<file path="src/rtl/mat_axis_pkg.sv">
// Shared definitions for the mat-stream to AXI-stream packer:
// FSM state encoding, a constant-friendly clog2 and default geometry.
package mat_axis_pkg;

  typedef enum logic [2:0] {
    ST_IDLE,
    ST_RUN,
    ST_ROWFLUSH,
    ST_FLUSH,
    ST_DONE
  } state_t;

  // Ceiling log2; clog2(1) = 0.
  function automatic int clog2(input int value);
    int r;
    int v;
    r = 0;
    v = value - 1;
    while (v > 0) begin
      r = r + 1;
      v = v >> 1;
    end
    return r;
  endfunction

  // Default geometry: 3 x 8-bit pixels per beat into 64-bit words.
  localparam int PIXW_DEFAULT  = 8;
  localparam int NPC_DEFAULT   = 3;
  localparam int DATAW_DEFAULT = 64;
  localparam int BEATW = NPC_DEFAULT * PIXW_DEFAULT;
  localparam int ACCW  = DATAW_DEFAULT + BEATW;

endpackage

</file>
<file path="src/rtl/mat_axis_bitpacker.sv">
// Combinational bit packer: appends the valid low bits of one beat above
// the current fill level of the accumulator and reports whether a full
// output word is now available.
module mat_axis_bitpacker
  import mat_axis_pkg::*;
#(
  parameter int PIXW  = 8,
  parameter int NPC   = 3,
  parameter int DATAW = 64
) (
  input  logic [DATAW+NPC*PIXW-1:0]       acc,
  input  logic [clog2(DATAW+1)-1:0]       fill,
  input  logic [NPC*PIXW-1:0]             beat,
  input  logic [clog2(NPC*PIXW+1)-1:0]    vbits,
  output logic [DATAW+NPC*PIXW-1:0]       cand,
  output logic                            emit,
  output logic [clog2(DATAW+1)-1:0]       next_fill
);

  localparam int BEAT_W = NPC * PIXW;
  localparam int ACC_W  = DATAW + BEAT_W;
  localparam int FILL_W = clog2(DATAW + 1);
  localparam int SUM_W  = FILL_W + 1;

  logic [BEAT_W-1:0] beat_mask;
  logic [BEAT_W-1:0] beat_valid;
  logic [ACC_W-1:0]  beat_ext;
  logic [SUM_W-1:0]  fill_sum;

  // Mask off unused pixels, shift above the fill level and merge.
  always_comb begin
    beat_mask  = ~({BEAT_W{1'b1}} << vbits);
    beat_valid = beat & beat_mask;
    beat_ext   = {{DATAW{1'b0}}, beat_valid};
    cand       = acc | (beat_ext << fill);
    fill_sum   = SUM_W'(fill) + SUM_W'(vbits);
    emit       = (fill_sum >= SUM_W'(DATAW));
    next_fill  = emit ? FILL_W'(fill_sum - SUM_W'(DATAW)) : FILL_W'(fill_sum);
  end

endmodule

</file>
<file path="src/rtl/mat_stream_axis_packer.sv">
// Mat-stream to AXI-stream packer with ap_ctrl_chain handshake.
// Packs NPC-pixel beats LSB-first into DATAW-bit words, honours a partial
// last block per row and flushes a zero-padded tail word at end of frame.
// Optional macro MS2AS_ROW_ALIGN_EN: flush residual bits at every row end
// and mark the final word of each row with out_last.
module mat_stream_axis_packer
  import mat_axis_pkg::*;
#(
  parameter int PIXW  = 8,
  parameter int NPC   = 3,
  parameter int DATAW = 64,
  parameter int ROWW  = 16,
  parameter int COLW  = 16
) (
  input  logic                        ap_clk,
  input  logic                        ap_rst_n,
  input  logic                        ap_start,
  input  logic                        ap_continue,
  output logic                        ap_done,
  output logic                        ap_idle,
  output logic                        ap_ready,
  input  logic [NPC*PIXW-1:0]         in_dout,
  input  logic                        in_empty_n,
  output logic                        in_read,
  output logic [DATAW-1:0]            out_din,
  input  logic                        out_full_n,
  output logic                        out_write,
`ifdef MS2AS_ROW_ALIGN_EN
  output logic                        out_last,
`endif
  input  logic [ROWW-1:0]             rows_dout,
  input  logic                        rows_empty_n,
  output logic                        rows_read,
  input  logic [COLW-1:0]             cols_dout,
  input  logic                        cols_empty_n,
  output logic                        cols_read,
  input  logic [clog2(NPC+1)-1:0]     last_blk_width
);

  localparam int BEAT_W = NPC * PIXW;
  localparam int ACC_W  = DATAW + BEAT_W;
  localparam int FILL_W = clog2(DATAW + 1);
  localparam int VB_W   = clog2(BEAT_W + 1);
  localparam int LBW_W  = clog2(NPC + 1);

  if (NPC * PIXW > DATAW) begin : g_width_check
    $error("mat_stream_axis_packer: NPC*PIXW must not exceed DATAW");
  end

  state_t             state_reg;
  logic [ACC_W-1:0]   acc_reg;
  logic [FILL_W-1:0]  fill_reg;
  logic [ROWW-1:0]    row_reg;
  logic [COLW-1:0]    col_reg;
  logic [ROWW-1:0]    rows_reg;
  logic [COLW-1:0]    cols_reg;
  logic [LBW_W-1:0]   lbw_reg;
  logic               done_reg;

  logic [ACC_W-1:0]   cand;
  logic               emit;
  logic [FILL_W-1:0]  next_fill;
  logic [VB_W-1:0]    vbits;
  logic               last_col;
  logic               last_row;
  logic               start_ok;
  logic               beat_take;
  logic               flush_write;
  logic [LBW_W-1:0]   lbw_latch;

  mat_axis_bitpacker #(
    .PIXW (PIXW),
    .NPC  (NPC),
    .DATAW(DATAW)
  ) u_bitpacker (
    .acc      (acc_reg),
    .fill     (fill_reg),
    .beat     (in_dout),
    .vbits    (vbits),
    .cand     (cand),
    .emit     (emit),
    .next_fill(next_fill)
  );

  // Handshake decode: beat width, pops, pushes and the outgoing word.
  always_comb begin
    last_col    = (col_reg == cols_reg - COLW'(1));
    last_row    = (row_reg == rows_reg - ROWW'(1));
    vbits       = last_col ? VB_W'(int'(lbw_reg) * PIXW) : VB_W'(BEAT_W);
    lbw_latch   = (last_blk_width == '0 || int'(last_blk_width) > NPC)
                  ? LBW_W'(NPC) : last_blk_width;
    start_ok    = (state_reg == ST_IDLE) && ap_start && rows_empty_n &&
                  cols_empty_n && !done_reg;
    beat_take   = (state_reg == ST_RUN) && in_empty_n && !(emit && !out_full_n);
    flush_write = (state_reg == ST_FLUSH || state_reg == ST_ROWFLUSH) &&
                  (fill_reg != '0) && out_full_n;
    rows_read   = start_ok;
    cols_read   = start_ok;
    in_read     = beat_take;
    out_write   = (beat_take && emit) || flush_write;
    out_din     = '0;
    if (state_reg == ST_RUN && emit)
      out_din = cand[DATAW-1:0];
    else if ((state_reg == ST_FLUSH || state_reg == ST_ROWFLUSH) && fill_reg != '0)
      out_din = acc_reg[DATAW-1:0];
    ap_done     = done_reg;
    ap_ready    = (state_reg == ST_DONE);
    ap_idle     = (state_reg == ST_IDLE) && !ap_start;
  end

`ifdef MS2AS_ROW_ALIGN_EN
  // Final word of a row: an exact fill on the row's last beat, or a flush.
  always_comb begin
    out_last = (beat_take && emit && last_col && next_fill == '0) || flush_write;
  end
`endif

  // Frame FSM, accumulator and row/column counters.
  always_ff @(posedge ap_clk or negedge ap_rst_n) begin
    if (!ap_rst_n) begin
      state_reg <= ST_IDLE;
      acc_reg   <= '0;
      fill_reg  <= '0;
      row_reg   <= '0;
      col_reg   <= '0;
      rows_reg  <= '0;
      cols_reg  <= '0;
      lbw_reg   <= '0;
      done_reg  <= 1'b0;
    end else begin
      if (ap_continue)
        done_reg <= 1'b0;
      case (state_reg)
        ST_IDLE: begin
          if (start_ok) begin
            rows_reg <= rows_dout;
            cols_reg <= cols_dout;
            lbw_reg  <= lbw_latch;
            row_reg  <= '0;
            col_reg  <= '0;
            acc_reg  <= '0;
            fill_reg <= '0;
            if (rows_dout == '0 || cols_dout == '0) begin
              state_reg <= ST_DONE;
              done_reg  <= 1'b1;
            end else begin
              state_reg <= ST_RUN;
            end
          end
        end
        ST_RUN: begin
          if (beat_take) begin
            acc_reg  <= emit ? (cand >> DATAW) : cand;
            fill_reg <= next_fill;
            if (last_col) begin
              col_reg <= '0;
              row_reg <= row_reg + ROWW'(1);
              if (last_row)
                state_reg <= ST_FLUSH;
`ifdef MS2AS_ROW_ALIGN_EN
              else if (next_fill != '0)
                state_reg <= ST_ROWFLUSH;
`endif
            end else begin
              col_reg <= col_reg + COLW'(1);
            end
          end
        end
        ST_ROWFLUSH: begin
          if (out_full_n) begin
            acc_reg   <= '0;
            fill_reg  <= '0;
            state_reg <= ST_RUN;
          end
        end
        ST_FLUSH: begin
          if (fill_reg == '0) begin
            state_reg <= ST_DONE;
            done_reg  <= 1'b1;
          end else if (out_full_n) begin
            acc_reg   <= '0;
            fill_reg  <= '0;
            state_reg <= ST_DONE;
            done_reg  <= 1'b1;
          end
        end
        ST_DONE: begin
          state_reg <= ST_IDLE;
        end
        default: begin
          state_reg <= ST_IDLE;
        end
      endcase
    end
  end

endmodule

</file>
<file path="config.mk">
export PLATFORM = sky130hd
export DESIGN_NAME = mat_stream_axis_packer
export DESIGN_NICKNAME = d
export VERILOG_FILES = /design/src/rtl/mat_axis_pkg.sv /design/src/rtl/mat_axis_bitpacker.sv /design/src/rtl/mat_stream_axis_packer.sv
export SDC_FILE = /design/constraint.sdc
export NUM_CORES = 1
export LEC_CHECK = 0
export ABC_AREA = 1
export CAP_MARGIN = 30
export CORE_MARGIN = 3
export CORE_UTILIZATION = 29
export DETAILED_ROUTE_END_ITERATION = 10
export DONT_BUFFER_PORTS = 1
export SYNTH_ARGS = -nofsm -noshare
export SYNTH_HDL_FRONTEND = slang
export SYNTH_HIERARCHICAL = 1
export SYNTH_SLANG_ARGS = --single-unit
</file>
<file path="constraint.sdc">
create_clock -name ap_clk -period 4.2 [get_ports ap_clk]
set_clock_uncertainty 0.1 [all_clocks]
set_input_delay 0.84 -clock ap_clk [delete_from_list [all_inputs] [get_ports ap_clk]]
set_output_delay 0.84 -clock ap_clk [all_outputs]
set_load 0.03 [all_outputs]
</file>
==> reports/qor.csv <==
stage,metric,value,unit
run_status,status,finished with violations,
run_status,violated_checks,negative setup slack,
pwr,pwr_density_cell,701,nW/µm²
sta,fraction_of_the_cycle_the_final_worst_path_needs,1.18,
pwr,power.internal,6.32,mW
worst_setup_path,endpoint_kind,output pin,
sta,setup_viol,193,
cts,clock_latency,0.45,ns
final_layout,filler_cell_count,4596,
worst_setup_path,cp_num_buf_inv,3,
cts,root_buffer,clkbuf_16,
worst_setup_path,worst_ep_required_time,3.26,ns
synthesis,post_synth_main_area_contributors,"dfrtp_1 31%, nand3_1 17%, nand2_1 13%, inv_1 7.8%, o21ai_0 4.2%",
place,place_hpwl,35900,µm
final_layout,post_route_cells_drive_above_1_share,0.242,
synthesis,synth-edff-count,0,
cts,cts_max_level,4,
pwr,power.sequential.fraction,0.186,
worst_setup_path,worst-endpoint-arrival,4.03,ns
flow_run,drv_cap,0,
synthesis,gate_count_post_synth,2090,
pwr,clkPwrFrac,0.135,
synthesis,synth_cell_type_count,51,
place,port-buffer-count,0,
routing,routed_via_density,5.32,
global_route,grt_pass1_vias,14500,
synthesis,synthesis.area,13200,µm²
routing,firstDrtPassIters,5,
global_route,maximum_number_of_pins_on_one_net_before_global_route_repair,166,
sta,setup_ws,-0.774,ns
cts,cts.path.max_buffers,2,
global_route,grt_first_pass_wirelength,80700,µm
die,fp.coreArea,44700,µm²
sta,finalHoldViolCount,0,
cts,clock_tree_sinks,165,
synthesis,synth_seq_cells,165,
place,gpl.final_weighted_congestion,0.918,
sta,achievable-frequency,201,MHz
min_path,worst_hold_path_type,in2async,
sta,setup_repair_after_global_routing_missed_its_margin,yes,
routing,drc_violation_count_after_routing,0,
pwr,irDropWorstVdd,0.393,mV
worst_setup_path,criticalPathCategory,reg2out,
synthesis,yosys.area.top_type,dfrtp_1,
routing,postRouteWirelength,52100,µm
worst_setup_path,ff2ff_path_depth,33,
final_layout,most_frequent_standard_cell_in_the_layout_excluding_fill_and_tap_cells,nand2_1,
final_layout,nets,2327,
final_layout,antenna_cells_inserted,0,
synthesis,syn-mean-instance-area,6.34,µm²
final_layout,area_growth_syn_to_layout,36.3,%
worst_setup_path,startpoint_type,flip-flop,
sta,fin_worst_hold_slack,0.176,ns
pwr,report.power.total,12.7,mW
pwr,switchingPower,6.35,mW
routing,antenna_violating_nets_post_route,0,
cts,cts_tree,built,
final_layout,largest_reg_flops,88,
worst_setup_path,path_depth,21,
die,die-area,48300,µm²
pwr,p_leak,8.07,nW
synthesis,async_reset_ff_frac,1.00,
global_route,grt.overflow.total,0,
global_route,grt_antenna_before_repair,2,
place,worst_slack_at_placement,-0.361,ns
synthesis,ys.warnings.count,6,
synthesis,synth-seq-area-share,0.312,
worst_setup_path,slowest_stage,dfrtp_1,
sta,worst_pin_slew,0.974,ns
worst_setup_path,cpLargestDelayFamily,simple AND/OR/NAND/NOR gates,
die,width_of_the_die,220,µm
sta,timing.max_slew.rel_slack,0.345,
sta,tns_setup,-93.98,ns
routing,drt_first_iter_violations,1684,
cts,tritoncts.num_buffers,17,
cts,cts.reportedPaths.clkPinSlew,0.07,ns
die,i_o_pins,137,
routing,avgRoutedWirePerCell,18.2,µm
worst_setup_path,cp_max_fo,7,
die,floorplan.die.height,220,µm
sta,slew_violations,0,
global_route,grtUsageTotal,0.213,
pwr,switching_share,0.501,
pwr,pwr-share-comb,0.680,
worst_setup_path,critPathMaxStageDelay,0.41,ns
synthesis,synthFlopType,dfrtp_1,
die,starting_density_of_the_core,0.296,
routing,routed-via-count,15200,
synthesis,post-synth-top-area-fraction,0.312,
worst_setup_path,crit_path_cell_trace,nor2_4 > nand2_8 > nor2_4 > o21ai_1 > nand2_1 > nand4_1 > nor4b_4 > nand4_1 > ha_2 > a21oi_2 > and2_4 > inv_2 > a21oi_4 > nor2_2 > nand2_1 > nand2_2 > o21ai_4 > nand2_4 > buf_12 > o22ai_4 > buf_6,
die,placement_rows,77,
final_layout,layout.cells.most_common_list,"421 x nand2_1, 362 x nand3_1, 269 x inv_1",
sta,finalCriticalPeriod,4.97,ns
[path summary, 6_finish.rpt]
check                                         startpoint                  endpoint  slack [ns]
worst max-delay path             cols_reg[1]$_DFFE_PN0P_                out_din[3]       -0.77
worst min-delay path                            ap_rst_n   rows_reg[7]$_DFFE_PN0P_        0.18
worst max register to register   cols_reg[1]$_DFFE_PN0P_   fill_reg[6]$_DFFE_PN0P_       -0.61
worst min register to register  cols_reg[15]$_DFFE_PN0P_  cols_reg[15]$_DFFE_PN0P_        0.42
max in group asynchronous                       ap_rst_n   acc_reg[17]$_DFFE_PN0P_        3.40
min in group ap_clk                        rows_dout[15]  rows_reg[15]$_DFFE_PN0P_        0.41
[layer usage]
layer | wire [µm] | share of wire | global-route usage
met1 | 22700 | 0.44 | 0.289
met2 | 23900 | 0.46 | 0.336
met3 | 3970 | 0.076 | 0.0441
met4 | 1420 | 0.027 | 0.0721
met5 | 20 | 0.00038 | 0
[Yosys cell counts, types with 2 or more instances]
cell      number
nand4_1       68
clkbuf_1      70
nand3b_1      13
nor3_1        13
inv_1        276
dfrtp_1      165
nand2_2        4
a31oi_1        3
clkbuf_4       2
nor2_1       130
a21oi_1       19
nor2_4         3
nor3b_1        3
a21boi_1       3
and2_1         6
nand2_1      469
o21ai_0      112
xor2_1        34
clkbuf_2       3
nor4_1        11
o21ai_1       85
o22ai_1       28
buf_2         23
buf_6          4
nor4b_1        2
inv_2          4
nand3_1      442
a21o_1         4
a31o_2         2
xnor2_1       18
nor2_2         5
buf_1         13
clkinv_1       2
o21bai_1      12
buf_4         15
ha_1           9
[stage by stage]
stage          instances  utilization  instance area [µm²]
4_1_cts             2833        0.384                17200
3_3_place_gp        2757        0.347                15500
5_1_grt             2856        0.404                18100
3_5_place_dp        2757        0.347                15500
2_1_floorplan       2107            -                13800
6_report            2856        0.404                18100
[repair_timing]
item                                    4_1_cts  5_1_grt
endpoints found under the hold margin       165       83
setup buffers                                35       21
endpoints found under the setup margin      195      196
gates cloned                                 10        2
pin swaps                                    26       37
resized for setup                           106      147
[power by group through the flow]
stage / Clock (mW) / Combinational (mW) / Sequential, mW
6_report: 1.71 / 8.61 / 2.35
5_1_grt: 1.82 / 9.29 / 2.41
4_1_cts: 1.75 / 7.94 / 2.34
3_5_place_dp: 0 / 6.85 / 2.37
3_3_place_gp: 0 / 6.78 / 2.35
2_1_floorplan: 0 / 4.44 / 2.27
[cells by family (layout without fill, tap and decap cells)]
logic type | count (synthesis) | in the layout | share of synthesized area
AOI/OAI and AO/OA | 276 | 276 | 0.115
and+or+nand+nor | 1173 | 1173 | 0.402
buffers and inverters | 413 | 570 | 0.127
xor gates and xnor gates | 52 | 52 | 0.0344
adders and majority gates | 10 | 10 | 0.0100
other | 1 | 18 | 0.000283
DFF | 165 | 165 | 0.312
[cell type report]
class / instances / area, µm² / share of cell area
Clock inverter: 13 / 170 / 0.00942
Timing Repair Buffer: 255 / 2530 / 0.140
Tap cell: 592 / 741 / 0.0410
Multi-Input combinational cell: 1529 / 8960 / 0.496
Sequential cell: 165 / 4130 / 0.229
Clock buffer: 19 / 453 / 0.0251
Inverter: 283 / 1070 / 0.0595
Power figures use the tool's default switching activity.
